## src/rtl/led_pkg.sv

```systemverilog
// Shared mode encoding and helpers for the LED pattern generator.
package led_pkg;

    localparam int unsigned MODE_W = 2;

    typedef logic [MODE_W-1:0] led_mode_t;

    localparam led_mode_t LED_OFF       = 2'd0;
    localparam led_mode_t LED_ON        = 2'd1;
    localparam led_mode_t LED_BLINK     = 2'd2;
    localparam led_mode_t LED_BLINK_INV = 2'd3;

    // LED level a channel starts from after a write or phase restart.
    function automatic logic start_val(input led_mode_t mode);
        return (mode == LED_ON) || (mode == LED_BLINK_INV);
    endfunction

    // Both blinking modes share the upper mode bit.
    function automatic logic is_blink(input led_mode_t mode);
        return mode[1];
    endfunction

endpackage

```

## src/rtl/led_pattern_gen_if.sv

```systemverilog
// Configuration port of the LED pattern generator (valid/ready handshake).
//   cfg_valid  : request from the board control logic
//   cfg_ready  : generator can accept a request this cycle
//   cfg_ch     : target channel
//   cfg_mode   : OFF / ON / BLINK / BLINK_INV
//   cfg_period : blink half-period in base ticks (0 behaves as 1)
interface led_pattern_gen_if #(
    parameter int unsigned CH_W  = 2,
    parameter int unsigned PER_W = 8
);
    import led_pkg::*;

    logic             cfg_valid;
    logic             cfg_ready;
    logic [CH_W-1:0]  cfg_ch;
    led_mode_t        cfg_mode;
    logic [PER_W-1:0] cfg_period;

    modport master (
        output cfg_valid, cfg_ch, cfg_mode, cfg_period,
        input  cfg_ready
    );

    modport slave (
        input  cfg_valid, cfg_ch, cfg_mode, cfg_period,
        output cfg_ready
    );

endinterface

```

## src/rtl/led_channel.sv

```systemverilog
// One LED channel: holds mode, half-period, tick counter and the LED level.
//   clk, rst   : clock, synchronous active-high reset
//   tick       : base tick strobe from the shared prescaler
//   sync       : restart the phase of this channel
//   wr_en      : write wr_mode/wr_period and restart the phase
//   led        : registered LED drive
module led_channel
    import led_pkg::*;
#(
    parameter int unsigned PER_W      = 8,
    parameter int unsigned DEF_PERIOD = 1
) (
    input  logic             clk,
    input  logic             rst,
    input  logic             tick,
    input  logic             sync,
    input  logic             wr_en,
    input  led_mode_t        wr_mode,
    input  logic [PER_W-1:0] wr_period,
    output logic             led
);

    led_mode_t        mode_q,   mode_d;
    logic [PER_W-1:0] period_q, period_d;
    logic [PER_W-1:0] tcnt_q,   tcnt_d;
    logic             led_q,    led_d;
    logic [PER_W-1:0] last_c;

    // A zero half-period behaves as one tick.
    assign last_c = (period_q == '0) ? '0 : period_q - PER_W'(1);

    // Next state: write/sync restart the phase and take priority over the tick.
    always_comb begin
        mode_d   = mode_q;
        period_d = period_q;
        tcnt_d   = tcnt_q;
        led_d    = led_q;
        if (wr_en) begin
            mode_d   = wr_mode;
            period_d = wr_period;
        end
        if (wr_en || sync) begin
            tcnt_d = '0;
            led_d  = start_val(mode_d);
        end else if (tick && is_blink(mode_q)) begin
            if (tcnt_q == last_c) begin
                tcnt_d = '0;
                led_d  = ~led_q;
            end else begin
                tcnt_d = tcnt_q + PER_W'(1);
            end
        end
    end

    // State register.
    always_ff @(posedge clk) begin
        if (rst) begin
            mode_q   <= LED_OFF;
            period_q <= PER_W'(DEF_PERIOD);
            tcnt_q   <= '0;
            led_q    <= 1'b0;
        end else begin
            mode_q   <= mode_d;
            period_q <= period_d;
            tcnt_q   <= tcnt_d;
            led_q    <= led_d;
        end
    end

    assign led = led_q;

endmodule

```

## src/rtl/led_pattern_gen.sv

```systemverilog
// Multi-channel LED driver: shared prescaler, config handshake, N_LED channels.
//   clk, rst : clock, synchronous active-high reset
//   cfg      : configuration port (slave side)
//   sync     : one-cycle strobe, restarts the phase of every channel
//   tick     : registered one-cycle prescaler strobe
//   led      : LED drive, active-high
module led_pattern_gen
    import led_pkg::*;
#(
    parameter int unsigned N_LED      = 4,
    parameter int unsigned CNT_TICK   = 50000000,
    parameter int unsigned PER_W      = 8,
    parameter int unsigned DEF_PERIOD = 1
) (
    input  logic             clk,
    input  logic             rst,
    led_pattern_gen_if.slave cfg,
    input  logic             sync,
    output logic             tick,
    output logic [N_LED-1:0] led
);

    localparam int unsigned CH_W  = (N_LED > 1) ? $clog2(N_LED) : 1;
    localparam int unsigned PRE_W = $clog2(CNT_TICK);
    localparam logic [PRE_W-1:0] PRE_LAST = PRE_W'(CNT_TICK - 1);

    logic [PRE_W-1:0] pre_q, pre_d;
    logic             tick_q, tick_d;
    logic             ready_q, ready_d;
    logic             xfer_c;
    logic             ch_ok_c;
    logic [N_LED-1:0] wr_en_c;

    assign xfer_c  = cfg.cfg_valid && ready_q;
    // Out-of-range channels still complete the handshake but write nothing.
    assign ch_ok_c = 32'(cfg.cfg_ch) < N_LED;

    // Prescaler wrap and handshake next state.
    always_comb begin
        pre_d   = pre_q + PRE_W'(1);
        tick_d  = 1'b0;
        ready_d = ~xfer_c;
        if (pre_q == PRE_LAST) begin
            pre_d  = '0;
            tick_d = 1'b1;
        end
    end

    // Prescaler and handshake registers.
    always_ff @(posedge clk) begin
        if (rst) begin
            pre_q   <= '0;
            tick_q  <= 1'b0;
            ready_q <= 1'b1;
        end else begin
            pre_q   <= pre_d;
            tick_q  <= tick_d;
            ready_q <= ready_d;
        end
    end

    assign tick          = tick_q;
    assign cfg.cfg_ready = ready_q;

    // Channel array.
    for (genvar i = 0; i < N_LED; i++) begin : g_ch
        assign wr_en_c[i] = xfer_c && ch_ok_c && (cfg.cfg_ch == CH_W'(i));

        led_channel #(
            .PER_W      (PER_W),
            .DEF_PERIOD (DEF_PERIOD)
        ) u_ch (
            .clk       (clk),
            .rst       (rst),
            .tick      (tick_q),
            .sync      (sync),
            .wr_en     (wr_en_c[i]),
            .wr_mode   (cfg.cfg_mode),
            .wr_period (cfg.cfg_period),
            .led       (led[i])
        );
    end

endmodule

```

## src/flat_wrapper.sv

```systemverilog
// flat-port wrapper written by rule: the top's interface ports become plain ports
module led_pattern_gen_flat import led_pkg::*;
#(
    parameter int unsigned N_LED      = 4,
    parameter int unsigned CNT_TICK   = 50000000,
    parameter int unsigned PER_W      = 8,
    parameter int unsigned DEF_PERIOD = 1
)
  (clk, rst, sync, tick, led, cfg_cfg_valid, cfg_cfg_ch, cfg_cfg_mode, cfg_cfg_period, cfg_cfg_ready);
  led_pattern_gen_if #(.CH_W(2), .PER_W(PER_W)) cfg_i ();
  input  logic clk;
  input  logic rst;
  input  logic sync;
  output logic tick;
  output logic [N_LED-1:0] led;
  input wire logic [$bits(cfg_i.cfg_valid)-1:0] cfg_cfg_valid;
  input wire logic [$bits(cfg_i.cfg_ch)-1:0] cfg_cfg_ch;
  input wire logic [$bits(cfg_i.cfg_mode)-1:0] cfg_cfg_mode;
  input wire logic [$bits(cfg_i.cfg_period)-1:0] cfg_cfg_period;
  output wire logic [$bits(cfg_i.cfg_ready)-1:0] cfg_cfg_ready;
  assign cfg_i.cfg_valid = cfg_cfg_valid;
  assign cfg_i.cfg_ch = cfg_cfg_ch;
  assign cfg_i.cfg_mode = cfg_cfg_mode;
  assign cfg_i.cfg_period = cfg_cfg_period;
  assign cfg_cfg_ready = cfg_i.cfg_ready;
  led_pattern_gen #(.N_LED(N_LED), .CNT_TICK(CNT_TICK), .PER_W(PER_W), .DEF_PERIOD(DEF_PERIOD)) u_core (.clk(clk), .rst(rst), .cfg(cfg_i), .sync(sync), .tick(tick), .led(led));
endmodule
```

## config.mk

```make
export PLATFORM = sky130hd
export DESIGN_NAME = led_pattern_gen_flat
export DESIGN_NICKNAME = d
export VERILOG_FILES = /design/src/rtl/led_pkg.sv /design/src/rtl/led_pattern_gen_if.sv /design/src/rtl/led_channel.sv /design/src/rtl/led_pattern_gen.sv /design/src/flat_wrapper.sv
export SDC_FILE = /design/constraint.sdc
export NUM_CORES = 1
export LEC_CHECK = 0
export ABC_AREA = 1
export BUFFER_PORTS_ARGS = -buffer_cell sky130_fd_sc_hd__buf_2
export CORE_ASPECT_RATIO = 1.4
export CORE_MARGIN = 5
export CORE_UTILIZATION = 55
export DETAILED_ROUTE_END_ITERATION = 12
export PLACE_DENSITY = 0.71
export SETUP_SLACK_MARGIN = 0.3
export SYNTH_ARGS = -nofsm -noshare
export SYNTH_HDL_FRONTEND = slang
export SYNTH_SLANG_ARGS = --single-unit
```

## constraint.sdc

```tcl
create_clock -name clk -period 2.2 [get_ports clk]
set_input_delay 0 -clock clk [delete_from_list [all_inputs] [get_ports clk]]
set_output_delay 0 -clock clk [all_outputs]
set_load 0.01 [all_outputs]
```

==> results.sh <==
export IMPL_cap_violations=0
export IMPL_slew_violations=0
export IMPL_rsz0062_at_grt="yes"
export IMPL_syn_nets=876
export IMPL_rr_endpoint="u_core.g_ch[1].u_ch.led"
export IMPL_worstHoldStart="cfg_cfg_period[5]"
export IMPL_relSlewSlack_pct=69.3
export IMPL_drtIter0Drc=289
export IMPL_gp_congestion=0.837
export IMPL_arrival_ps=2180
export IMPL_antenna_cells=0
export IMPL_crit_path_top_delay_cell="dfxtp_2"
export IMPL_antenna_found_initial=0
export IMPL_yosysWarnings=0
export IMPL_finalInstanceArea_um2=6970
export IMPL_p_leak_uw=0.00289
export IMPL_reg2reg_depth=14
export IMPL_crit_end="u_core.g_ch[1].u_ch.led"
export IMPL_avgSynthCellArea_um2=6.87
export IMPL_finalSetupViolations=0
export IMPL_syn_area_um2=5850
export IMPL_critical_path_top_delay_family="simple AND/OR/NAND/NOR gates"
export IMPL_cp_end_kind="flop"
export IMPL_port_buffers=21
export IMPL_grtUsageTotal_pct=20.7
export IMPL_hp_class="primary input to flop"
export IMPL_route_detailed_drc=0
export IMPL_path_cells="inv_2 > ha_4 > buf_4 > buf_4 > xor2_1 > nand2_2 > xor2_1 > nand2_1 > nor2_4 > buf_6 > nand4_1 > nand3_1 > nand2_1 > inv_1"
export IMPL_regArea_um2=2100
export IMPL_startpoint="u_core.g_ch[1].u_ch.period_q[1]"
export IMPL_core_area_um2=10400
export IMPL_power_density_nw_per_um2=623
export IMPL_grt_pass1_wl_mm=22.6
export IMPL_ys_ff_latch=104
export IMPL_cts_tree="built"
export IMPL_post_route_period_util_pct=86.1
export IMPL_crit_fanout=3
export IMPL_dpl_cell_area_um2=6070
export IMPL_synth_cell_types=42
export IMPL_clock_latency_ps=340
export IMPL_viasPerCell=5.37
export IMPL_multi_input_area_um2=3520
export IMPL_layout_drive_gt1_share_pct=20.0
export IMPL_crit_path_max_incr_delay_ps=340
export IMPL_dieArea_um2=12800
export IMPL_grt_pass1_vias=5217
export IMPL_required_ps=2490
export IMPL_worst_pin_slew_ps=457
export IMPL_outcome="finished, final reports clean"
export IMPL_ctsLongestPathBuffers=2
export IMPL_num_vias=5610
export IMPL_die_width_um=97.2
export IMPL_wirelength_mm=14.0
export IMPL_ys_seq_area_share_pct=35.6
export IMPL_finClkSkew_ps=8.35
export IMPL_dp_hpwl_mm=9.66
export IMPL_startpoint_type="flop"
export IMPL_synthTopCellsByArea="dfxtp_1, nand2_1, inv_1"
export IMPL_setup_tns_ps=0
export IMPL_fill_cells=883
export IMPL_synth_top_area_share_pct=35.6
export IMPL_max_freq_ghz=0.528
export IMPL_reg2reg_slack_ps=310
export IMPL_yosys_area_top_type="dfxtp_1"
export IMPL_path_depth=14
export IMPL_die_h_um=132
export IMPL_ctsRootBufferMaster="clkbuf_16"
export IMPL_timing_rr_start="u_core.g_ch[1].u_ch.period_q[1]"
export IMPL_area_growth_pct=19.2
export IMPL_cts_sinks=104
export IMPL_cts_buffers=9
export IMPL_path_clk_slew_ps=70
export IMPL_ant_nets=0
export IMPL_hold_violations=0
export IMPL_path_buf_inv=5
export IMPL_h_tree_depth=3
export IMPL_gr_total_overflow=0
export IMPL_grt_max_degree=45
export IMPL_peakVddDrop_mv=0.364
export IMPL_wl_per_cell_um=13.4
export IMPL_min_period_ps=1890
export IMPL_worst_setup_path_type="flop to flop"
export IMPL_layout_nets=929
export IMPL_start_util_pct=56.2
export IMPL_first_pass_iters=7
export IMPL_num_rows=44
export IMPL_io_pins=22
export IMPL_synthCells=851
==> layout by cell type (no fill, tap or decap), types with 6 or more instances in the layout <==
master	n
inv_1	98
a21oi_1	43
o21ai_0	44
nand3_2	10
nor2_2	17
nand4_1	24
inv_2	13
nand2_2	17
buf_2	21
nand2_4	7
nand2_1	167
nor2_4	13
dfxtp_1	96
clkbuf_16	9
xor2_1	37
o21ai_1	6
dfxtp_2	6
nor2_1	89
nor3_1	13
dlygate4sd3_1	6
o211ai_1	7
buf_4	27
nand3_1	64
xnor2_1	6
==> flip-flops by register name, indices dropped and copies added, names as in the netlist, named ones only <==
name and count:
u_core.g_ch.u_ch.period_q 32, u_core.g_ch.u_ch.tcnt_q 32, u_core.pre_q 26, u_core.g_ch.u_ch.led 4, u_core.g_ch.u_ch.mode_q 4, u_core.cfg.cfg_ready 1
u_core.tick 1
==> how the worst min path moves through the flow <==
stage,to,slack [ps],depth (start not counted)
floorplan,u_core.cfg.cfg_ready,90,1
global placement,u_core.cfg.cfg_ready,200,2
detailed placement,u_core.cfg.cfg_ready,220,2
CTS,u_core.g_ch[3].u_ch.period_q[5],3,3
global route,u_core.g_ch[1].u_ch.period_q[5],20,3
finish,u_core.g_ch[3].u_ch.period_q[5],10,3
==> Yosys cell counts <==
cell type and number:
o21a_1 2, nand2_1 178, nand2_4 3, or2_2 2, nor3_1 13, and2_1 1, xnor2_1 6, nor3b_1 4
nor2_2 15, buf_6 2, or2_1 2, nor3b_2 2, xor2_1 38, a21oi_1 44, inv_2 11, clkinv_1 1
a311oi_1 1, or2_0 1, o21ai_1 6, inv_1 105, o21ai_0 45, nand4_1 24, ha_1 9, nor2_8 1
clkbuf_1 8, buf_1 1, mux2i_1 1, o211ai_1 7, nor3_2 7, dfxtp_1 104, nand3_1 71, nand3_2 5
buf_2 3, a31oi_1 2, nor4_1 4, buf_4 4, nor2_1 98, nand2_2 10, nor4_2 1, nand3b_1 2
nor2_4 6, or3_1 1
==> repair_timing <==
action | in CTS | in global routing
buffers inserted | 3 | 24
resized for setup | 14 | 72
hold buffers | 6 | 0
pin swaps | 4 | 41
hold endpoints to repair | 17 | 0
endpoints found under the setup margin | 22 | 38
cloned | 0 | 2
==> through the flow <==
step	hold WS [ps]	cells	utilization (%)	total power [µW]	setup slack (ps)
after floorplan	87.1	851	-	2390	390
after global placement	203	996	58.3	2490	198
after detailed placement	218	996	58.3	2500	107
after CTS	3.14	1019	62.7	4210	302
after global routing	17.1	1045	67.0	4510	176
final	14.8	1045	67.0	4340	307
==> metal layers <==
layer	global-route usage, %	up-vias	wire length (µm)	share of wire (%)
met5	0	-	0	0
met1	23.8	2613	5690	41
met4	8.12	0	234	1.7
li1	-	2852	-	-
met3	2.54	17	519	3.7
met2	38.5	128	7530	54
==> cell type report <==
cell class / count / share of cell area, %
Tap cell: 138 / 2.48
Timing Repair Buffer: 58 / 6.05
Clock inverter: 3 / 0.969
Sequential cell: 104 / 30.1
Inverter: 117 / 6.55
Multi-Input combinational cell: 614 / 50.4
Clock buffer: 11 / 3.48
==> tightest hold or removal path: cells and delay by family <==
family                 cells  cell delay (ps)
AO/OA/AOI/OAI              2              190
buffers and inverters      1              130
==> cells by family after synthesis <==
family | share of synthesized area, %
flops | 35.6
fa+ha+maj | 1.92
compound gates | 9.64
buf+inv | 9.24
xor+xnor | 6.59
mux | 0.171
simple gates | 36.8
==> power by group <==
part | switching [µW] | internal [µW]
Sequential | 46.6 | 1930
Clock | 680 | 1020
Combinational | 402 | 267
No activity file was read; power rests on OpenSTA's default activity.
